--- src/rtl/icache_pkg.sv ---
// Shared types and sizing for the direct-mapped instruction cache.
// Latency: n/a (declarations only).
// Backpressure: n/a.
package icache_pkg;

    typedef enum logic {
        COMPARE  = 1'b0,
        ALLOCATE = 1'b1
    } state_t;

    localparam int LINE_W   = 128;
    localparam int WORDS    = 4;
    localparam int WORD_W   = 32;
    localparam int OFFSET_W = $clog2(WORDS);

    // Tag width left over once the word offset and the line index are removed.
    function automatic int tag_width(input int addr_w, input int index_w);
        return addr_w - index_w - OFFSET_W;
    endfunction

endpackage

--- src/rtl/icache_if.sv ---
// Core-side fetch port plus memory-side line refill port of the instruction cache.
// Latency: n/a (wiring only).
// Backpressure: proc_stall holds the core; mem_read/mem_ready handshake paces the refill.
interface icache_if
    import icache_pkg::*;
#(
    parameter int ADDR_W = 30
);
    logic                proc_read;
    logic [ADDR_W-1:0]   proc_addr;
    logic [WORD_W-1:0]   proc_rdata;
    logic                proc_stall;
    logic                mem_read;
    logic [ADDR_W-3:0]   mem_addr;
    logic [LINE_W-1:0]   mem_rdata;
    logic                mem_ready;

    // Cache side.
    modport slave (
        input  proc_read, proc_addr, mem_rdata, mem_ready,
        output proc_rdata, proc_stall, mem_read, mem_addr
    );

    // Core plus memory side.
    modport master (
        output proc_read, proc_addr, mem_rdata, mem_ready,
        input  proc_rdata, proc_stall, mem_read, mem_addr
    );
endinterface

--- src/rtl/icache_line_store.sv ---
// Valid/tag/data storage for every cache line: one write port, one combinational read port.
// Latency: read 0 cycles, write visible the cycle after we.
// Backpressure: none; writes are always accepted, reset clears everything.
module icache_line_store
    import icache_pkg::*;
#(
    parameter int INDEX_W = 3,
    parameter int TAG_W   = 25
)
(
    input  logic               clk,
    input  logic               rst_n,
    input  logic               we,
    input  logic [INDEX_W-1:0] wr_index,
    input  logic [TAG_W-1:0]   wr_tag,
    input  logic [LINE_W-1:0]  wr_line,
    input  logic [INDEX_W-1:0] rd_index,
    output logic               rd_valid,
    output logic [TAG_W-1:0]   rd_tag,
    output logic [LINE_W-1:0]  rd_line
);
    localparam int LINES = 1 << INDEX_W;

    logic              valid_arr [LINES];
    logic [TAG_W-1:0]  tag_arr   [LINES];
    logic [LINE_W-1:0] data_arr  [LINES];

    // Clear all lines on reset, otherwise install a refilled line.
    always_ff @(posedge clk) begin
        if (!rst_n) begin
            for (int i = 0; i < LINES; i++) begin
                valid_arr[i] <= 1'b0;
                tag_arr[i]   <= '0;
                data_arr[i]  <= '0;
            end
        end else if (we) begin
            valid_arr[wr_index] <= 1'b1;
            tag_arr[wr_index]   <= wr_tag;
            data_arr[wr_index]  <= wr_line;
        end
    end

    assign rd_valid = valid_arr[rd_index];
    assign rd_tag   = tag_arr[rd_index];
    assign rd_line  = data_arr[rd_index];

endmodule

--- src/rtl/icache_dm.sv ---
// Direct-mapped read-only instruction cache: hit compare, word select and refill FSM.
// Latency: hit 0 cycles; miss 1 + k cycles where k is the number of ALLOCATE cycles.
// Backpressure: proc_stall holds the core on a miss; refill waits on mem_ready indefinitely.
module icache_dm
    import icache_pkg::*;
#(
    parameter int INDEX_W = 3,
    parameter int ADDR_W  = 30
)
(
    input  logic      clk,
    input  logic      rst_n,
    icache_if.slave   bus
);
    localparam int TAG_W   = tag_width(ADDR_W, INDEX_W);
    localparam int LADDR_W = ADDR_W - OFFSET_W;

    logic [OFFSET_W-1:0] offset;
    logic [INDEX_W-1:0]  index;
    logic [TAG_W-1:0]    tag;

    state_t               state;
    state_t               state_nxt;
    logic [LADDR_W-1:0]   miss_laddr;
    logic [LADDR_W-1:0]   miss_laddr_nxt;

    logic                 rd_valid;
    logic [TAG_W-1:0]     rd_tag;
    logic [LINE_W-1:0]    rd_line;
    logic                 hit;
    logic                 fill_we;
    logic                 stall;
    logic                 mem_read;
    logic [WORD_W-1:0]    word;

    assign offset = bus.proc_addr[OFFSET_W-1:0];
    assign index  = bus.proc_addr[INDEX_W+OFFSET_W-1:OFFSET_W];
    assign tag    = bus.proc_addr[ADDR_W-1:INDEX_W+OFFSET_W];

    // Refill writes go to the index/tag captured at the miss, not the live address.
    icache_line_store #(
        .INDEX_W (INDEX_W),
        .TAG_W   (TAG_W)
    ) u_store (
        .clk      (clk),
        .rst_n    (rst_n),
        .we       (fill_we),
        .wr_index (miss_laddr[INDEX_W-1:0]),
        .wr_tag   (miss_laddr[LADDR_W-1:INDEX_W]),
        .wr_line  (bus.mem_rdata),
        .rd_index (index),
        .rd_valid (rd_valid),
        .rd_tag   (rd_tag),
        .rd_line  (rd_line)
    );

    assign hit  = bus.proc_read & rd_valid & (rd_tag == tag);
    assign word = rd_line[{offset, 5'b0} +: WORD_W];

    // State and captured miss line address.
    always_ff @(posedge clk) begin
        if (!rst_n) begin
            state      <= COMPARE;
            miss_laddr <= '0;
        end else begin
            state      <= state_nxt;
            miss_laddr <= miss_laddr_nxt;
        end
    end

    // Next state, refill request and core stall.
    always_comb begin
        state_nxt      = state;
        miss_laddr_nxt = miss_laddr;
        mem_read       = 1'b0;
        stall          = 1'b0;
        fill_we        = 1'b0;
        case (state)
            COMPARE: begin
                if (bus.proc_read && !hit) begin
                    stall          = 1'b1;
                    miss_laddr_nxt = bus.proc_addr[ADDR_W-1:OFFSET_W];
                    state_nxt      = ALLOCATE;
                end
            end
            ALLOCATE: begin
                mem_read = 1'b1;
                stall    = 1'b1;
                if (bus.mem_ready) begin
                    fill_we   = 1'b1;
                    state_nxt = COMPARE;
                end
            end
            default: begin
                state_nxt = COMPARE;
            end
        endcase
    end

    // The core is held off and sees zero data for as long as reset is asserted.
    assign bus.proc_stall = rst_n ? stall : 1'b1;
    assign bus.proc_rdata = rst_n ? word : '0;
    assign bus.mem_read   = mem_read;
    assign bus.mem_addr   = miss_laddr;

endmodule
--- src/flat_wrapper.sv ---
// flat-port wrapper written by rule: the top's interface ports become plain ports
module icache_dm_flat import icache_pkg::*;
#(
    parameter int INDEX_W = 3,
    parameter int ADDR_W  = 30
)
  (clk, rst_n, bus_proc_read, bus_proc_addr, bus_mem_rdata, bus_mem_ready, bus_proc_rdata, bus_proc_stall, bus_mem_read, bus_mem_addr);
  icache_if #(.ADDR_W(ADDR_W)) bus_i ();
  input  logic clk;
  input  logic rst_n;
  input wire logic [$bits(bus_i.proc_read)-1:0] bus_proc_read;
  input wire logic [$bits(bus_i.proc_addr)-1:0] bus_proc_addr;
  input wire logic [$bits(bus_i.mem_rdata)-1:0] bus_mem_rdata;
  input wire logic [$bits(bus_i.mem_ready)-1:0] bus_mem_ready;
  output wire logic [$bits(bus_i.proc_rdata)-1:0] bus_proc_rdata;
  output wire logic [$bits(bus_i.proc_stall)-1:0] bus_proc_stall;
  output wire logic [$bits(bus_i.mem_read)-1:0] bus_mem_read;
  output wire logic [$bits(bus_i.mem_addr)-1:0] bus_mem_addr;
  assign bus_i.proc_read = bus_proc_read;
  assign bus_i.proc_addr = bus_proc_addr;
  assign bus_i.mem_rdata = bus_mem_rdata;
  assign bus_i.mem_ready = bus_mem_ready;
  assign bus_proc_rdata = bus_i.proc_rdata;
  assign bus_proc_stall = bus_i.proc_stall;
  assign bus_mem_read = bus_i.mem_read;
  assign bus_mem_addr = bus_i.mem_addr;
  icache_dm #(.INDEX_W(INDEX_W), .ADDR_W(ADDR_W)) u_core (.clk(clk), .rst_n(rst_n), .bus(bus_i));
endmodule
--- config.mk ---
export PLATFORM = sky130hd
export DESIGN_NAME = icache_dm_flat
export DESIGN_NICKNAME = d
export VERILOG_FILES = /design/src/rtl/icache_pkg.sv /design/src/rtl/icache_if.sv /design/src/rtl/icache_line_store.sv /design/src/rtl/icache_dm.sv /design/src/flat_wrapper.sv
export SDC_FILE = /design/constraint.sdc
export NUM_CORES = 2
export LEC_CHECK = 0
export CELL_PAD_IN_SITES_DETAIL_PLACEMENT = 1
export CELL_PAD_IN_SITES_GLOBAL_PLACEMENT = 1
export CORE_ASPECT_RATIO = 0.7
export CORE_UTILIZATION = 50
export DETAILED_ROUTE_END_ITERATION = 10
export DONT_BUFFER_PORTS = 1
export HOLD_SLACK_MARGIN = 0.1
export PLACE_DENSITY_LB_ADDON = 0.1
export REMOVE_ABC_BUFFERS = 1
export SYNTH_ARGS = -nofsm -noshare
export SYNTH_HDL_FRONTEND = slang
export SYNTH_SLANG_ARGS = --single-unit
--- constraint.sdc ---
create_clock -name clk -period 16.03 [get_ports clk]
set_input_delay 4.0075 -clock clk [delete_from_list [all_inputs] [get_ports clk]]
set_output_delay 4.0075 -clock clk [all_outputs]
set_load 0.03 [all_outputs]
==> metrics.md <==
| Metric | Value |
|---|---|
| Outcome | complete, no violations |
| Critical path fanouts, max | 306 |
| FF-to-FF Start | u_core.state |
| Post-cts resize count | 0 |
| Top-area cell type share of the netlist area | 65.2% |
| Hold WS | 0.456 ns |
| Drt pass-1 iters | 5 |
| Worst Hold Class | flip-flop to flip-flop |
| Relative slew slack | 20.9% |
| RD Place Congestion | around 0.75 |
| Cell Pwr Density | 115 mW/mm² |
| Post-route minimum period | 11.09 ns |
| Warnings from Yosys | 0 |
| VDD IR max | roughly 0.10 mV |
| Die X-Extent | 403 µm |
| Critical path origin | bus_proc_addr[3] |
| Dpl hpwl | between 60 and 70 mm |
| Global-route wire length before repair | ~220 mm |
| Non-filler cells, final | between 4000 and 5000 |
| Global route overflow | 0 |
| LEAKAGE | 22.3 nW |
| Nets@finish | 3488 |
| Worst-path clk slew | 0.06 ns |
| Maximum clock frequency | 0.0902 GHz |
| # Post-CTS Setup Buffers | 0 |
| Routed via count | 29400 |
| Die Ht | 283 µm |
| CTS tree | yes |
| Hold_buf cts | 0 |
| Skew-Pair Late Insertion Delay | 0.74 ns |
| Clk sink count | 1261 |
| EDFF count, synth | 1224 |
| Maximum number of pins on one net before global-route repair | 307 |
| Final Hold Fails | 0 |
| WP data arrival | 7.08 ns |
| I/O Pins | 224 |
| Post-synth ARST share | 0% |
| Vias in the first global route | 32400 |
| Mean area per synthesized cell | 16.6 µm² |
| CP endpoint kind | primary output |
| Cts bufs inserted | 131 |
| Number of cells after detailed placement | roughly 4700 |
| RSZ-0062 raised after global routing | false |
| DRT iter0 DRCs | ~2700 |
| Worst EP required | around 12 ns |
| Wire per inst | between 20 and 30 µm |
| Total track usage | about a quarter |
| Clk buf depth | 3 |
| Synth area leader | edfxtp_1 |
| Row Count | 102 |
| # port buffers | 0 |
| CP startpoint kind | input pin |
| R2r setup slk | 10.76 ns |
| Initial Util | 50.7% |
| DR vias/cell | 5.95 |
| Area of the mapped netlist | roughly 0.056 mm² |
| Unique masters post-synth | 34 |
| CTS H-tree lvls | 4 |
| Clk_skew | 0.0220 ns |
| Dominant cells by area after synthesis | edfxtp_1 (65%), mux4_2 (14%), and2_1 (14%) |
| # DRC | 0 |
| Power Total | between 7 and 8 mW |
| Setup violators final | 0 |
| Layout area overhead | 9.91% |
| Commonest non-fill, non-tap cell in the layout | and2_1 |
| Period utilisation layout | 69.2% |
| Yosys reg bits | 1261 |
| Mapped Cells | 3397 |
| Root Driver | clkbuf_16 |
| Final wirelength | 147 mm |
| Ratio of cells with drive above 1 in the final layout | approximately 17% |
| Hold_sp | u_core.u_store.valid_arr[2] |
| Maxcap violations | 0 |
| Seq/Total Area, Yosys | 66.6% |
| Most frequent cells in the layout | and2_1 (1226), edfxtp_1 (1224), mux4_2 (350) |
| Slew Limit Fails | 0 |
| Worst-Margin Slew | 1.18 ns |
| Die area | ~0.11 mm² |
| Core box area | 0.111 mm² |
| Initial antenna violation count | 2 |
| Primary FF master, synth | edfxtp_1 |
| Crit Path Category | input pin to primary output |
| ANT nets after route | 0 |
| Setup TNS | 0 ns |
[worst paths after layout]
| kind | to | cells after the start |
|---|---|---|
| worst max-delay path | bus_proc_stall | 7 |
| worst min-delay path | u_core.u_store.valid_arr[2] | 1 |
| worst max register to register | u_core.u_store.data_arr[0][63] | 6 |
| worst min register to register | u_core.u_store.valid_arr[2] | 1 |
[synth_stat cells (all sizes together), types with 3 or more instances]
cell / count
dfxtp: 37
edfxtp: 1224
nor3: 3
xor2: 15
or3: 8
nor4: 3
nand3: 3
mux4: 350
o21ai: 15
a21o: 9
mux2i: 111
clkbuf: 171
a22o: 16
nor2b: 6
mux2: 7
nand2: 61
buf: 65
nand2b: 7
nor2: 41
and2: 1226
nand4: 7
[worst max-delay path, stage by stage]
cell and delay, ns:
mux4_2 0.76, mux2i_1 0.18, xor2_1 0.20, nand4_1 0.21, nor4_2 0.66, nand3_1 0.18
a211o_1 0.48
[per-layer routing]
| metal | wire (µm) | part of all wire, % | vias to the layer above | GRT usage, % |
|---|---|---|---|---|
| met3 | 8280 | 5.6 | 186 | 4.41 |
| met1 | 61000 | 41 | 15800 | 34.2 |
| met4 | 2710 | 1.8 | 0 | 6.79 |
| li1 | - | - | 12600 | - |
| met5 | 0 | 0 | - | 0 |
| met2 | 75300 | 51 | 817 | 46.2 |
[area by class of cell]
class	count	area, µm²
tap	1508	1890
sequential	1261	37500
fill	9851	49200
inverter	1	3.75
multi-input combinational	1899	18000
antenna	5	12.5
clock buffer	188	3760
clock inverter	48	365
timing repair buffer	32	378
[kinds of logic (layout without fill, tap and decap cells)]
group                  Yosys count  in the layout  share of synthesized area [%]
AND/OR/NAND/NOR               1367           1367                           14.7
flip-flops                    1261           1261                           66.6
multiplexers                   468            468                           16.1
buffers and inverters          237            269                           1.74
AO/OA/AOI/OAI                   49             49                          0.626
XOR/XNOR                        15             15                          0.233
other                            0              5                              0
[where the power goes]
group | switching [mW] | leakage (nW) | internal [mW]
logic | 0.188 | 7.32 | 0.168
clock network | 1.26 | 2.02 | 1.72
registers | 0.0538 | 13.0 | 3.73
total | 1.50 | 22.3 | 5.62
[through the flow]
step | instance area [µm²] | utilization (%) | setup slack (ns)
6_report | 61900 | 55.7 | 4.94
5_1_grt | 61900 | 55.7 | 5.22
4_1_cts | 61900 | 55.7 | 5.28
3_5_place_dp | 57800 | 52.0 | 5.22
3_3_place_gp | 57800 | 52.0 | 5.40
2_1_floorplan | 55400 | - | 0.184
[flip-flops by register name, indices dropped and copies added, names as in the netlist]
signal,cells
u_core.u_store.data_arr,1024
u_core.u_store.tag_arr,200
u_core.bus.mem_addr,28
u_core.u_store.valid_arr,8
u_core.state,1
Power figures use the tool's default switching activity.
